==> src/rtl/sn74193.sv <==
// SN74193 4-bit presettable up/down counter, clocked on CLK_DRV with edge-detected UP/DOWN.
// Define SN74193_INPUT_SYNC_EN to pass all inputs through two-flop synchronizers.
module sn74193 (
    input  logic CLK_DRV,
    input  logic RESET,
    input  logic UP,
    input  logic DOWN,
    input  logic CLR,
    input  logic LOAD_N,
    input  logic A,
    input  logic B,
    input  logic C,
    input  logic D,
    output logic QA,
    output logic QB,
    output logic QC,
    output logic QD,
    output logic CO_N,
    output logic BO_N
);

    logic       w_up;
    logic       w_dn;
    logic       w_clr;
    logic       w_load_n;
    logic [3:0] w_data;

`ifdef SN74193_INPUT_SYNC_EN
    // Bit order {UP, DOWN, CLR, LOAD_N, D, C, B, A}; idle values on reset
    localparam logic [7:0] SYNC_RST = 8'b1101_0000;

    logic [7:0] r_s1;
    logic [7:0] r_s2;

    always_ff @(posedge CLK_DRV) begin
        if (RESET) begin
            r_s1 <= SYNC_RST;
            r_s2 <= SYNC_RST;
        end else begin
            r_s1 <= {UP, DOWN, CLR, LOAD_N, D, C, B, A};
            r_s2 <= r_s1;
        end
    end

    assign w_up     = r_s2[7];
    assign w_dn     = r_s2[6];
    assign w_clr    = r_s2[5];
    assign w_load_n = r_s2[4];
    assign w_data   = r_s2[3:0];
`else
    assign w_up     = UP;
    assign w_dn     = DOWN;
    assign w_clr    = CLR;
    assign w_load_n = LOAD_N;
    assign w_data   = {D, C, B, A};
`endif

    logic [3:0] r_cnt;
    logic       r_up_d;
    logic       r_dn_d;
    logic       w_up_rise;
    logic       w_dn_rise;
    logic [3:0] w_cnt_nxt;

    assign w_up_rise = w_up & ~r_up_d;
    assign w_dn_rise = w_dn & ~r_dn_d;

    // Clear beats load beats counting; simultaneous edges cancel
    always_comb begin
        w_cnt_nxt = r_cnt;
        priority case (1'b1)
            w_clr:
                w_cnt_nxt = 4'd0;
            !w_load_n:
                w_cnt_nxt = w_data;
            (w_up_rise & w_dn & ~w_dn_rise):
                w_cnt_nxt = r_cnt + 4'd1;
            (w_dn_rise & w_up & ~w_up_rise):
                w_cnt_nxt = r_cnt - 4'd1;
            default: ;
        endcase
    end

    always_ff @(posedge CLK_DRV) begin
        if (RESET) begin
            r_cnt  <= 4'd0;
            r_up_d <= 1'b1;
            r_dn_d <= 1'b1;
        end else begin
            r_cnt  <= w_cnt_nxt;
            r_up_d <= w_up;
            r_dn_d <= w_dn;
        end
    end

    assign {QD, QC, QB, QA} = r_cnt;
    assign CO_N = ~((r_cnt == 4'hF) & ~w_up);
    assign BO_N = ~((r_cnt == 4'h0) & ~w_dn);

endmodule

==> config.mk <==
export PLATFORM = sky130hd
export DESIGN_NAME = sn74193
export DESIGN_NICKNAME = d
export VERILOG_FILES = /design/src/rtl/sn74193.sv
export SDC_FILE = /design/constraint.sdc
export NUM_CORES = 1
export LEC_CHECK = 0
export CAP_MARGIN = 20
export CORE_AREA = 2 2 39 41
export CTS_BUF_LIST = sky130_fd_sc_hd__clkbuf_16
export CTS_CLUSTER_DIAMETER = 50
export DETAILED_ROUTE_END_ITERATION = 7
export DIE_AREA = 0 0 41 43
export GPL_ROUTABILITY_DRIVEN = 0
export PLACE_DENSITY = 0.66
export SETUP_SLACK_MARGIN = 0.02
export SLEW_MARGIN = 20
export SYNTH_ARGS = -nofsm -noshare
export SYNTH_HDL_FRONTEND = slang
export SYNTH_SLANG_ARGS = --single-unit
==> constraint.sdc <==
create_clock -name CLK_DRV -period 3.3 [get_ports CLK_DRV]
set_clock_uncertainty 0.1 [all_clocks]
set_input_delay 0.33 -clock CLK_DRV [delete_from_list [all_inputs] [get_ports CLK_DRV]]
set_output_delay 0.33 -clock CLK_DRV [all_outputs]
set_load 0.1 [all_outputs]
==> results of run 1 <==
## path summary, 6_finish.rpt
check / from / end / slack [ns] / depth (start not counted)
max: r_cnt[0] / QA / 0.98 / 1
min reg2reg: r_up_d / r_cnt[3] / 0.52 / 2
max reg2reg: r_up_d / r_cnt[3] / 1.42 / 7
min: r_up_d / r_cnt[3] / 0.52 / 2
## cell usage after synthesis (all sizes together)
library cell / instances / area share [%]
dfxtp: 6 / 29
or2: 5 / 7.4
a21oi: 3 / 3.6
nand4: 3 / 4.5
a211oi: 2 / 3.6
and3: 2 / 3.3
ha: 2 / 6.0
inv: 2 / 1.8
nand2: 2 / 1.8
nand3: 2 / 2.4
nor2: 2 / 1.8
nor4: 2 / 3.0
o211ai: 2 / 4.8
xnor2: 2 / 4.2
a31oi: 1 / 1.5
buf: 1 / 2.7
clkbuf: 1 / 0.89
fa: 1 / 4.8
mux2i: 1 / 2.4
nand2b: 1 / 1.5
nor2b: 1 / 1.5
o21ai: 1 / 1.2
o21bai: 1 / 1.8
or4b: 1 / 3.3
xor2: 1 / 2.1
## layout by cell type, fill, tap and decap left out
cell / instances
nand3_1: 2
nor4_1: 2
xnor2_1: 2
and3_2: 1
nor2_1: 2
o21ai_0: 1
or2_1: 4
ha_1: 2
or4b_4: 1
and3_1: 1
nand4_1: 3
mux2i_1: 1
xor2_1: 1
a211oi_1: 2
inv_1: 2
nor2b_1: 1
a21oi_1: 3
clkdlybuf4s50_1: 13
o211ai_2: 1
or2_2: 1
clkbuf_16: 3
nand2_1: 2
o211ai_1: 1
nand2b_1: 1
fa_1: 1
dfxtp_1: 6
buf_4: 2
o21bai_1: 1
a31oi_1: 1
## metal layers
| metal | vias up | part of all wire, % | GRT usage [%] |
|---|---|---|---|
| met4 | 0 | 1.6 | 8.00 |
| met3 | 2 | 7.3 | 6.28 |
| li1 | 209 | - | - |
| met1 | 172 | 51 | 18.1 |
| met2 | 15 | 40 | 15.6 |
| met5 | - | 0 | 0 |
## per-stage QoR
step | power [uW] | instances | worst slack (ns) | utilization (%) | instance area, sq um
floorplan | 128 | 48 | 1.02 | - | 420
global placement | 149 | 77 | 0.911 | 41.2 | 571
detailed placement | 149 | 77 | 0.871 | 41.2 | 571
CTS | 349 | 80 | 0.967 | 46.7 | 646
global route | 358 | 80 | 0.943 | 46.7 | 646
finish | 345 | 80 | 0.976 | 46.7 | 646
## cell families (layout without fill, tap and decap cells)
family / after synthesis / count (layout) / synth area share, %
AOI/OAI and AO/OA: 10 / 10 / 16.4
xor gates and xnor gates: 3 / 3 / 6.25
adders and majority gates: 3 / 3 / 10.7
buffers and inverters: 4 / 20 / 5.36
DFF: 6 / 6 / 28.6
muxes: 1 / 1 / 2.38
and+or+nand+nor: 21 / 21 / 30.4
## worst reg2reg max path: stages (launching register included)
cell      delay [ns]
dfxtp_1         0.32
inv_1           0.07
nand4_1         0.18
ha_1            0.40
nand3_1         0.11
and3_1          0.19
or2_2           0.28
o211ai_2        0.16
## registers in the layout, summed over array words and instances, names as in the netlist
| signal | flops |
|---|---|
| r_dn_d | 1 |
| r_up_d | 1 |
| r_cnt | 4 |
## power by group through the flow
stage	Sequential, uW	Combinational [uW]	Clock [uW]
after floorplan	96.4	31.9	0
after global placement	82.1	66.7	0
after detailed placement	82.4	66.7	0
after CTS	81.4	67.3	200
after global routing	81.8	71.3	205
final	81.3	67.1	197
## final cells by class
type	count	area, sq um	share of cell area (%)
clock buffers	3	75.1	11.6
inverters	2	7.51	1.16
multi-input cells	38	278	43.0
flip-flops and latches	6	120	18.6
well taps	16	20.0	3.10
repair buffers	15	145	22.5
==> run summary, run 1 <==
CP Buf/Inv Count: 1
Hold crit path type: reg -> reg
Synthesis-to-layout area growth: 53.6%
Syn. warnings: 0
Power Density: 535 nW/um^2
Largest net degree at the start of global routing: 10
H-Tree Depth: 1
Dpl hpwl: 676 microns
Setup Viol. Count Final: 0
Post-route setup TNS: 0 ns
Total Routing Usage GR: 13.1%
Core Area: 1380 sq um
Setup Fix Bufs, Post-CTS: 0
Rel. slew slack: 35.6%
Initial core utilization: 30.4%
CP max stage delay: 1.19 ns
Tmin final: 2.32 ns
Sequential area share after synthesis: 28.6%
Synthesized instance count: 48
DRT iter0 DRCs: 7
Critical path class: reg -> out
Clock Latency Late Sink: 0.23 ns
Vias in the first global route: 345
Max frequency: 0.430 GHz
Crit-path max FO: 6
Slew Limit Fails: 0
Die width: 41 microns
Vias per inst: 4.98
WL/cell: 12.0 microns
DRC viols: 0
Slowest CP cell: clkdlybuf4s50_1
Static Leak: 0.000242 uW
Post-CTS Hold Fix Bufs: 0
Nets: 79
Worst endpoint required time: 2.87 ns
Worst Max-Slew Pin Slew: 0.964 ns
Vias: 398
Syn Area/Cell: 8.76 sq um
Post-Syn Area: 420 sq um
Logic pwr share: 19.4%
CTS Buffer Depth: 2
# rows: 14
Clock Tree Root: clkbuf_16
Clock share of power: 57.0%
CTS tree: built
Synthesized Nets: 61
CP arrival: 1.89 ns
CTS Buf Count: 3
Worst-path clk slew: 0.03 ns
Max cap viols: 0
Final hold vios: 0
Total Wirelength: 957 microns
VDD IR max: 279 uV
Io pins: 16
#FFs+latches synth: 6
Min Hold Slack: 0.522 ns
Reg power frac: 23.5%
TritonRoute pass-1 iters: 3
Outcome: finished, final reports clean
Final ANT Viol Nets: 0
Resize count post-CTS: 0
Synth unique cells: 28
Clk sinks: 6
Filler cells: 141
Internal power: 258 uW
Share of cells above drive strength 1: 14.1%
Switching share of power: 25.2%
Psw: 87.1 uW
Initial antenna violation count: 0
Die H: 43 microns
Top delay family on crit path: buffers and inverters
Nature of the critical path endpoint: primary output
Crit-path cells: clkdlybuf4s50_1
Overflow after GRT: 0
Die area: 1760 sq um
RSZ-0062 raised after global routing: false
First-pass GRT wire length: 1.49 mm
# port buffers: 15
Tcrit/Tclk final: 70.4%
N_diodes: 0
Startpoint types: flip-flop
Power figures use the tool's default switching activity.
==> run 2: changes to the inputs <==
Settings changed: PLACE_DENSITY 0.66 to 0.68.
Clock period 3.3 ns to 2 ns, I/O delays scaled along.
==> run 2 against run 1 <==
- critical path depth rose by 6
- die area unchanged
- via count increased by 12%
- worst setup slack got worse by 0.86 ns
- global-route usage is 2.8 points higher
- sequential share of layout area fell by 1.3 points
- worst hold slack worse by 0.28 ns
- core utilization grew 6.1 points
- combinational power is 88% higher
- routed wire length is 22% higher
- design area grew 13%
- total power rose by 72%
- critical path type is now reg -> reg
==> run summary, run 2 (synthesis gave the netlist of run 1 again) <==
Outcome: finished, final reports clean
DRC viols: 0
CTS Buffer Depth: 2
Post-route setup TNS: 0 ns
Setup Viol. Count Final: 0
First-pass GRT wire length: 1.78 mm
Dpl hpwl: 868 microns
Die area: 1760 sq um
Vias per inst: 5.19
N_diodes: 0
Rel. slew slack: 82.4%
Nets: 85
Core Area: 1380 sq um
Reg-to-reg startpoint: r_up_d
Crit-path max FO: 3
Total Wirelength: 1.16 mm
DRT iter0 DRCs: 6
Crit Reg-Reg Endpoint: r_cnt[3]
VDD IR max: 429 uV
Power Density: 813 nW/um^2
# rows: 14
R2R cell count: 7
Post-CTS Hold Fix Bufs: 0
Total Routing Usage GR: 15.9%
Largest registers: r_cnt (4), r_dn_d (1), r_up_d (1)
Max reg flops: 4
Switching share of power: 26.0%
Clock share of power: 55.8%
Vias: 446
Vias in the first global route: 417
Initial antenna violation count: 0
Resize count post-CTS: 0
Slew Limit Fails: 0
Max cap viols: 0
Static Leak: 0.000309 uW
Slowest CP cell: ha_1
Worst Max-Slew Pin Slew: 0.263 ns
Most frequent cells in the layout: buf_4, clkdlybuf4s50_1, dfxtp_2
Synthesis-to-layout area growth: 73.5%
Crit path from: r_up_d
CTS Buf Count: 3
Overflow after GRT: 0
Clock Latency Late Sink: 0.23 ns
# port buffers: 15
Top reg by flops: r_cnt
Place WS: -0.131 ns
Tmin final: 1.88 ns
Hold crit path type: in -> reg
CP arrival: 1.93 ns
Clock Tree Root: clkbuf_16
Filler cells: 126
H-Tree Depth: 1
Die H: 43 microns
Crit-path cells: inv_1 > nand4_1 > ha_1 > nand3_1 > and3_1 > or2_2 > o211ai_2
CP max stage delay: 0.37 ns
Top delay family on crit path: simple AND/OR/NAND/NOR gates
Final hold vios: 0
Startpoint types: flip-flop
TritonRoute pass-1 iters: 4
Psw: 154 uW
Share of cells above drive strength 1: 35.7%
CTS tree: built
Largest net degree at the start of global routing: 9
Final core utilization: 52.7%
Critical path class: reg -> reg
Most common cell after layout, fill and taps aside: buf_4
Hold path start: UP
Final ANT Viol Nets: 0
Setup Fix Bufs, Post-CTS: 0
Max frequency: 0.532 GHz
WHS Path Cells: 3
Clk sinks: 6
Reg power frac: 22.9%
PnR worst setup slack: 0.119 ns
Internal power: 439 uW
Worst endpoint required time: 2.05 ns
Io pins: 16
Die width: 41 microns
Initial core utilization: 30.4%
Worst R2R Setup Slack: 0.12 ns
WHS Endpoint: r_up_d
Worst-path clk slew: 0.04 ns
Nature of the critical path endpoint: flip-flop
RSZ-0062 raised after global routing: false
Logic pwr share: 21.3%
WL/cell: 13.5 microns
CP Buf/Inv Count: 1
Tcrit/Tclk final: 94.0%
run 2: worst reg2reg max path, stage by stage, from the launching register on:
cell	delay, ns
dfxtp_1	0.32
inv_1	0.08
nand4_1	0.23
ha_1	0.37
nand3_1	0.09
and3_1	0.17
or2_2	0.28
o211ai_2	0.16
run 2: layout make-up:
class                           count  area [sq um]  share of cell area, %
Inverter                            2          7.51                   1.03
Multi-Input combinational cell     38           290                   39.8
Clock buffer                        3          75.1                   10.3
Timing Repair Buffer               21           210                   28.8
Sequential cell                     6           126                   17.3
Tap cell                           16          20.0                   2.74
run 2: worst max path at each step:
stage	endpoint	slack, ns	cells past startpoint
after detailed placement	r_cnt[3]	-0.13	7
after global routing	r_cnt[2]	0.01	8
after floorplan	r_cnt[3]	0.13	5
final	r_cnt[3]	0.12	7
after CTS	r_cnt[3]	0.1	7
after global placement	r_cnt[3]	-0.05	7
run 2: power groups by stage:
stage	clock [uW]	sequential (uW)	combinational, uW
6_report	331	136	126
5_1_grt	342	137	134
4_1_cts	332	135	125
3_5_place_dp	0	137	124
3_3_place_gp	0	136	124
2_1_floorplan	0	160	52.5
run 2: through the flow:
| stage | cells | area, sq um | total power, uW | hold slack (ns) |
|---|---|---|---|---|
| 3_5_place_dp | 83 | 636 | 261 | 0.501 |
| 6_report | 86 | 729 | 593 | 0.238 |
| 5_1_grt | 86 | 729 | 613 | 0.262 |
| 4_1_cts | 86 | 711 | 593 | 0.432 |
| 2_1_floorplan | 48 | 425 | 212 | 0.197 |
| 3_3_place_gp | 83 | 636 | 260 | 0.482 |
run 2: routing by layer:
metal  track usage [%]  part of all wire (%)  up-vias
met3              6.28                   5.9        5
met2              21.9                    48       22
met5                 0                     0        -
li1                  -                     -      221
met4              12.0                   3.0        0
met1              18.8                    44      198
